## src/rtl/uart_fifo_if.sv

```systemverilog
// Peripheral bus bundle for uart_fifo: one request/ready handshake with read and write data.
interface uart_fifo_if;
    logic        uart_valid;
    logic        uart_instr;
    logic [31:0] uart_addr;
    logic [31:0] uart_wdata;
    logic [3:0]  uart_wstrb;
    logic [31:0] uart_rdata;
    logic        uart_ready;

    modport master (
        output uart_valid, uart_instr, uart_addr, uart_wdata, uart_wstrb,
        input  uart_rdata, uart_ready
    );
    modport slave (
        input  uart_valid, uart_instr, uart_addr, uart_wdata, uart_wstrb,
        output uart_rdata, uart_ready
    );
endinterface

```

## src/rtl/uart_fifo.sv

```systemverilog
// Memory-mapped 8N1 UART with TX/RX FIFOs, sticky error flags and a runtime bit divider.
module uart_fifo #(
    parameter int DEPTH        = 16,
    parameter int CLKS_PER_BIT = 868
) (
    input  logic       clock,
    input  logic       reset,
    uart_fifo_if.slave bus,
    input  logic       uart_rx,
    output logic       uart_tx
);
    localparam int          AW       = $clog2(DEPTH);
    localparam logic [AW:0] FULL_CNT = (AW+1)'(DEPTH);
    localparam logic [15:0] DIV_RST  = 16'(CLKS_PER_BIT);

    typedef enum logic [1:0] {IDLE, START, DATA, STOP} state_e;

    logic        ready_q, ovr_q, ferr_q;
    logic [31:0] rdata_q, rdata_d;
    logic [15:0] div_q, div_wr;
    logic [7:0]  txm_q [DEPTH];
    logic [7:0]  rxm_q [DEPTH];
    logic [AW:0] txw_q, txr_q, rxw_q, rxr_q;
    logic        tx_full, tx_empty, rx_full, rx_empty;
    logic        accept, is_wr, is_rd, tx_push, tx_pop, rx_push, rx_push_req, rx_pop;
    logic        ovr_set, ferr_set, stat_clr;
    logic [1:0]  sel;
    logic [6:0]  status;
    logic        unused_bus;

    state_e      txs_q, txs_d, rxs_q, rxs_d;
    logic [15:0] txc_q, txc_d, txdl_q, txdl_d, rxc_q, rxc_d, rxdl_q, rxdl_d;
    logic [2:0]  txb_q, txb_d, rxb_q, rxb_d;
    logic [7:0]  txsh_q, txsh_d, rxsh_q, rxsh_d;
    logic        txo_q, txo_d, brk_q, brk_d;
    logic        s1_q, s2_q, s3_q, rx_fall;

    assign accept   = bus.uart_valid && !ready_q;
    assign is_wr    = accept && (bus.uart_wstrb != 4'b0000);
    assign is_rd    = accept && (bus.uart_wstrb == 4'b0000);
    assign sel      = bus.uart_addr[3:2];
    assign div_wr   = (bus.uart_wdata[15:0] < 16'd4) ? 16'd4 : bus.uart_wdata[15:0];

    assign tx_empty = (txw_q == txr_q);
    assign tx_full  = ((txw_q - txr_q) == FULL_CNT);
    assign rx_empty = (rxw_q == rxr_q);
    assign rx_full  = ((rxw_q - rxr_q) == FULL_CNT);

    // A full FIFO accepts a push only when the same edge frees a slot.
    assign tx_push  = is_wr && (sel == 2'd0) && bus.uart_wstrb[0] && (!tx_full || tx_pop);
    assign rx_pop   = is_rd && (sel == 2'd0) && !rx_empty;
    assign rx_push  = rx_push_req && (!rx_full || rx_pop);
    assign ovr_set  = rx_push_req && rx_full && !rx_pop;
    assign stat_clr = is_rd && (sel == 2'd1);
    assign status   = {(txs_q != IDLE), ferr_q, ovr_q, rx_empty, rx_full, tx_empty, tx_full};

    assign bus.uart_ready = ready_q;
    assign bus.uart_rdata = rdata_q;
    assign uart_tx        = txo_q;
    assign rx_fall        = s3_q && !s2_q;
    assign unused_bus     = ^{bus.uart_instr, bus.uart_addr[31:4], bus.uart_addr[1:0],
                              bus.uart_wdata[31:16]};

    always_comb begin
        rdata_d = '0;
        case (sel)
            2'd0:    rdata_d = rx_empty ? 32'h100 : {24'b0, rxm_q[rxr_q[AW-1:0]]};
            2'd1:    rdata_d = {25'b0, status};
            2'd2:    rdata_d = {16'b0, div_q};
            default: rdata_d = '0;
        endcase
    end

    always_ff @(posedge clock or negedge reset) begin
        if (!reset) begin
            ready_q <= 1'b0;
            rdata_q <= '0;
            div_q   <= DIV_RST;
            ovr_q   <= 1'b0;
            ferr_q  <= 1'b0;
            txw_q   <= '0;
            txr_q   <= '0;
            rxw_q   <= '0;
            rxr_q   <= '0;
        end else begin
            ready_q <= accept;
            rdata_q <= accept ? rdata_d : 32'h0;
            if (is_wr && (sel == 2'd2)) div_q <= div_wr;
            ovr_q   <= (ovr_q  && !stat_clr) || ovr_set;
            ferr_q  <= (ferr_q && !stat_clr) || ferr_set;
            if (tx_push) txw_q <= txw_q + 1'b1;
            if (tx_pop)  txr_q <= txr_q + 1'b1;
            if (rx_push) rxw_q <= rxw_q + 1'b1;
            if (rx_pop)  rxr_q <= rxr_q + 1'b1;
        end
    end

    always_ff @(posedge clock) begin
        if (tx_push) txm_q[txw_q[AW-1:0]] <= bus.uart_wdata[7:0];
        if (rx_push) rxm_q[rxw_q[AW-1:0]] <= rxsh_q;
        txsh_q <= txsh_d;
        txdl_q <= txdl_d;
        rxsh_q <= rxsh_d;
        rxdl_q <= rxdl_d;
    end

    // Transmitter: STOP reloads straight into START so queued bytes leave back-to-back.
    always_comb begin
        txs_d  = txs_q;
        txc_d  = txc_q;
        txb_d  = txb_q;
        txsh_d = txsh_q;
        txdl_d = txdl_q;
        tx_pop = 1'b0;
        case (txs_q)
            IDLE: if (!tx_empty) begin
                tx_pop = 1'b1; txsh_d = txm_q[txr_q[AW-1:0]]; txdl_d = div_q;
                txc_d  = '0;   txs_d  = START;
            end
            START: if (txc_q == txdl_q - 16'd1) begin
                txc_d = '0; txb_d = '0; txs_d = DATA;
            end else txc_d = txc_q + 16'd1;
            DATA: if (txc_q == txdl_q - 16'd1) begin
                txc_d  = '0;
                txsh_d = txsh_q >> 1;
                if (txb_q == 3'd7) txs_d = STOP;
                else               txb_d = txb_q + 3'd1;
            end else txc_d = txc_q + 16'd1;
            STOP: if (txc_q == txdl_q - 16'd1) begin
                txc_d = '0;
                if (!tx_empty) begin
                    tx_pop = 1'b1; txsh_d = txm_q[txr_q[AW-1:0]]; txdl_d = div_q;
                    txs_d  = START;
                end else txs_d = IDLE;
            end else txc_d = txc_q + 16'd1;
            default: txs_d = IDLE;
        endcase
        txo_d = (txs_q == START) ? 1'b0 : (txs_q == DATA) ? txsh_q[0] : 1'b1;
    end

    // Receiver: after a bad stop bit, brk_q holds STOP until the line returns high.
    always_comb begin
        rxs_d       = rxs_q;
        rxc_d       = rxc_q;
        rxb_d       = rxb_q;
        rxsh_d      = rxsh_q;
        rxdl_d      = rxdl_q;
        brk_d       = brk_q;
        rx_push_req = 1'b0;
        ferr_set    = 1'b0;
        case (rxs_q)
            IDLE: if (rx_fall) begin
                rxdl_d = div_q; rxc_d = '0; rxs_d = START;
            end
            START: if (rxc_q == (rxdl_q >> 1) - 16'd1) begin
                rxc_d = '0; rxb_d = '0;
                rxs_d = s2_q ? IDLE : DATA;
            end else rxc_d = rxc_q + 16'd1;
            DATA: if (rxc_q == rxdl_q - 16'd1) begin
                rxc_d  = '0;
                rxsh_d = {s2_q, rxsh_q[7:1]};
                if (rxb_q == 3'd7) rxs_d = STOP;
                else               rxb_d = rxb_q + 3'd1;
            end else rxc_d = rxc_q + 16'd1;
            STOP: if (brk_q) begin
                if (s2_q) begin brk_d = 1'b0; rxs_d = IDLE; end
            end else if (rxc_q == rxdl_q - 16'd1) begin
                rxc_d = '0;
                if (s2_q) begin rx_push_req = 1'b1; rxs_d = IDLE; end
                else begin ferr_set = 1'b1; brk_d = 1'b1; end
            end else rxc_d = rxc_q + 16'd1;
            default: rxs_d = IDLE;
        endcase
    end

    always_ff @(posedge clock or negedge reset) begin
        if (!reset) begin
            txs_q <= IDLE; txc_q <= '0; txb_q <= '0; txo_q <= 1'b1;
            rxs_q <= IDLE; rxc_q <= '0; rxb_q <= '0; brk_q <= 1'b0;
            s1_q  <= 1'b1; s2_q  <= 1'b1; s3_q  <= 1'b1;
        end else begin
            txs_q <= txs_d; txc_q <= txc_d; txb_q <= txb_d; txo_q <= txo_d;
            rxs_q <= rxs_d; rxc_q <= rxc_d; rxb_q <= rxb_d; brk_q <= brk_d;
            s1_q  <= uart_rx; s2_q <= s1_q; s3_q <= s2_q;
        end
    end
endmodule

```

## src/flat_wrapper.sv

```systemverilog
// flat-port wrapper written by rule: the top's interface ports become plain ports
module uart_fifo_flat 
#(
    parameter int DEPTH        = 16,
    parameter int CLKS_PER_BIT = 868
)
  (clock, reset, uart_rx, uart_tx, bus_uart_valid, bus_uart_instr, bus_uart_addr, bus_uart_wdata, bus_uart_wstrb, bus_uart_rdata, bus_uart_ready);
  uart_fifo_if bus_i ();
  input  logic clock;
  input  logic reset;
  input  logic uart_rx;
  output logic uart_tx;
  input wire logic [$bits(bus_i.uart_valid)-1:0] bus_uart_valid;
  input wire logic [$bits(bus_i.uart_instr)-1:0] bus_uart_instr;
  input wire logic [$bits(bus_i.uart_addr)-1:0] bus_uart_addr;
  input wire logic [$bits(bus_i.uart_wdata)-1:0] bus_uart_wdata;
  input wire logic [$bits(bus_i.uart_wstrb)-1:0] bus_uart_wstrb;
  output wire logic [$bits(bus_i.uart_rdata)-1:0] bus_uart_rdata;
  output wire logic [$bits(bus_i.uart_ready)-1:0] bus_uart_ready;
  assign bus_i.uart_valid = bus_uart_valid;
  assign bus_i.uart_instr = bus_uart_instr;
  assign bus_i.uart_addr = bus_uart_addr;
  assign bus_i.uart_wdata = bus_uart_wdata;
  assign bus_i.uart_wstrb = bus_uart_wstrb;
  assign bus_uart_rdata = bus_i.uart_rdata;
  assign bus_uart_ready = bus_i.uart_ready;
  uart_fifo #(.DEPTH(DEPTH), .CLKS_PER_BIT(CLKS_PER_BIT)) u_core (.clock(clock), .reset(reset), .bus(bus_i), .uart_rx(uart_rx), .uart_tx(uart_tx));
endmodule
```

## config.mk

```make
export PLATFORM = sky130hd
export DESIGN_NAME = uart_fifo_flat
export DESIGN_NICKNAME = d
export VERILOG_FILES = /design/src/rtl/uart_fifo_if.sv /design/src/rtl/uart_fifo.sv /design/src/flat_wrapper.sv
export SDC_FILE = /design/constraint.sdc
export NUM_CORES = 1
export LEC_CHECK = 0
export ABC_CLOCK_PERIOD_IN_PS = 6400
export CORE_UTILIZATION = 25
export DETAILED_ROUTE_END_ITERATION = 7
export SYNTH_ARGS = -nofsm -noshare
export SYNTH_HDL_FRONTEND = slang
export SYNTH_SLANG_ARGS = --single-unit
```

## constraint.sdc

```tcl
create_clock -name clock -period 6.4 [get_ports clock]
set_input_delay 0.96 -clock clock [delete_from_list [all_inputs] [get_ports clock]]
set_output_delay 0.96 -clock clock [all_outputs]
set_load 0.02 [all_outputs]
```

==> impl_metrics.ini <==
[yosys]
yosys_warnings = 0
postSynthAreaPerCell_um2 = 14.4
synth.yosys.seq_area_share_pct = 62.5
synth-edff-count = 304
ys_types = 84
synthCells = 1303
ys_seq_elements = 406
synthArstFlopShare_pct = 25.1
synthFlopType = edfxtp_1
netlist_area_um2 = 18700

[floorplanning]
core_area_um2 = 73600
initial_core_util_pct = 25.4
die_x_um = 276
die_y_um = 276
io_pins = 107
placementRows = 99
die-area_um2 = 76000

[cells_and_area]
n_antenna_cell = 0
instances_no_fill = 2335
drive_gt1_share_pct = 16.6
final_nets = 1447
multi_input_area_um2 = 6550
mostFrequentLayoutCells = edfxtp_1, dfrtp_1, nand2_1
num-fill-cells = 7336
layout_commonest_cell = edfxtp_1
area_delta_synth_final_pct = 15.7
regArea_um2 = 11700

[pwr]
leakagePower_nw = 7.67
ir_worst_vdd_uv = 214
power_density_nw_per_um2 = 354
intPower_mw = 5.40
sw_frac_of_total_pct = 29.6
pwr-share-comb_pct = 22.4
p_switching_mw = 2.27
pwr-share-clk_pct = 33.9
power_frac_seq_pct = 43.6

[routing]
wl_per_cell_um = 17.7
detail-route-antenna-nets = 0
dr.pass1.iters = 5
totalWireLength_um = 41400
route.detailed.drc = 0
drt-vias-per-instance = 4.67
drt_iter0_markers = 889
num_vias = 10910

[clock_network]
cts_tree = built
clock-sinks = 406
cts-buffers-inserted = 43
clk_pin_slew_worst_paths_ns = 0.06
clockBufferDepth = 3
clock_latency_ns = 0.60
cts_resized = 0
post_cts_buffers = 0
cts_root_buf = clkbuf_16
htree_levels = 2
postCtsHoldBufs = 0

[worst_setup_path]
cp_slowest_cell = nor2b_1
setup.worst_path.start = u_core.rxdl_q[2]$_DFFE_PP_
critPathMaxFanout = 10
worstPathArrival_ns = 4.80
path_class = reg -> reg
cp.required_ns = 6.61
startpoint_type = register
worstReg2RegStart = u_core.rxdl_q[2]$_DFFE_PP_
slowest_delay_ns = 0.76
cp-end-kind = register
cp_cell_sequence = inv_1 > ha_1 > nor4b_2 > nand3_1 > o31ai_1 > o2111ai_1 > nor4_1 > nand2_1 > or4_1 > nor2b_1

[grt]
globalRoute.totalOverflow = 0
antenna_found_initial = 3
grt_pass1_vias = 10893
track_usage_pct = 11.1
grt_pass1_wl_um = 64500
grt_max_degree = 65

[status]
outcome = complete, no violations

[timing]
fin_setup_tns_ns = 0
skew_ns = 0.0344
layout_worst_path_cycle_share_pct = 71.7
slew_viol_final = 0
finalHoldViolCount = 0
timing.final.ws_setup_ns = 1.81
slew_headroom_pct = 16.2
worst_pin_slew_ns = 1.26
finalSetupViolations = 0
max_freq_ghz = 0.218
post-route-min-period_ns = 4.59
grt_setup_unrepaired = no

[placement]
place.gp.congestion = 0.807
dp_cells = 2255
dp_worst_setup_slack_ns = 1.70
portBuffers = 43
dp_hpwl_um = 27800

[flow_run]
cap_violations = 0

[min_path]
hold_path.class = in -> async
final timing paths:
kind,to,slack (ns),depth (start not counted)
worst min-delay path,u_core.rxw_q[3]$_DFFE_PN0P_,0.36,1
worst max register to register,u_core.rxm_q[5][1]$_DFFE_PP_,1.81,10
max in group asynchronous,u_core.txr_q[0]$_DFFE_PN0P_,4.69,2
worst max-delay path,u_core.rxm_q[5][1]$_DFFE_PP_,1.81,10
min in group clock,u_core.s2_q$_DFF_PN1_,0.36,0
worst min register to register,u_core.s2_q$_DFF_PN1_,0.36,0
power groups by stage:
stage          Clock (mW)  Combinational [mW]  Sequential [mW]
4_1_cts              2.67                1.75             3.35
3_5_place_dp            0                1.74             3.40
5_1_grt              2.77                1.90             3.38
6_report             2.60                1.72             3.35
2_1_floorplan           0                1.33             3.30
3_3_place_gp            0                1.69             3.38
area by class of cell:
cell class | count | share of cell area, %
Clock inverter | 34 | 1.84
Sequential cell | 406 | 54.0
Clock buffer | 46 | 5.07
Timing Repair Buffer | 59 | 2.53
Tap cell | 959 | 5.54
Inverter | 44 | 0.763
Multi-Input combinational cell | 787 | 30.3
cells in the mapped netlist (all sizes together) (11+ instances only):
master | number | area [um^2]
a21oi | 39 | 195
o21ai | 31 | 155
o211ai | 11 | 87.6
inv | 44 | 165
xor2 | 32 | 280
or3 | 11 | 70.1
nor4 | 12 | 90.1
o22ai | 15 | 93.8
ha | 33 | 413
or4 | 21 | 165
nor3 | 27 | 146
buf | 33 | 198
dfrtp | 93 | 2330
a31oi | 16 | 115
nor2 | 58 | 220
nand3 | 22 | 110
xnor2 | 38 | 333
and2 | 20 | 125
clkbuf | 48 | 180
mux4 | 80 | 1800
nand2b | 19 | 119
nand4 | 11 | 68.8
edfxtp | 304 | 9130
and3 | 50 | 318
nand2 | 85 | 319
mux2 | 22 | 248
nor2b | 21 | 131
worst max-delay path: cells and delay by family, from the launching register on:
kind | cells | cell delay (ns)
compound gates | 2 | 0.61
fa+ha+maj | 1 | 0.33
buf+inv | 1 | 0.11
flops | 1 | 0.53
simple gates | 6 | 2.62
state kept, by name, indices dropped and copies added (netlist names), 2 cells and up, named ones only:
register               count
u_core.txdl_q             16
u_core.txsh_q              8
u_core.rxc_q              16
u_core.rxw_q               5
u_core.txc_q              16
u_core.rxsh_q              8
u_core.rxdl_q             16
u_core.rxm_q             128
u_core.bus.uart_rdata     16
u_core.txr_q               5
u_core.txm_q             128
u_core.rxb_q               3
u_core.rxr_q               5
u_core.txs_q               2
u_core.div_q              16
u_core.txb_q               3
u_core.txw_q               5
cells by family after synthesis:
family / share of synthesized area, %
muxes: 11.2
xor gates and xnor gates: 3.27
buffers and inverters: 2.90
and+or+nand+nor: 11.7
DFF: 62.5
other: 0.0200
AOI/OAI and AO/OA: 6.26
adders and majority gates: 2.21
metal layers:
| layer | track usage [%] | routed length (um) | up-vias |
|---|---|---|---|
| met2 | 17.1 | 18800 | 289 |
| met3 | 2.78 | 2750 | 57 |
| met4 | 3.00 | 809 | 4 |
| met5 | 0 | 26 | - |
| li1 | - | - | 5045 |
| met1 | 15.3 | 19100 | 5515 |
per-stage QoR:
stage | utilization (%) | hold slack (ns) | power, mW | area, um^2
after CTS | 29.4 | 0.356 | 7.76 | 21700
final | 29.4 | 0.358 | 7.67 | 21700
after floorplan | - | 0.345 | 4.63 | 18800
after global placement | 27.4 | 0.349 | 5.08 | 20200
after detailed placement | 27.4 | 0.349 | 5.13 | 20200
after global routing | 29.4 | 0.363 | 8.05 | 21700
Note: power is estimated with default switching activity, not from simulation.
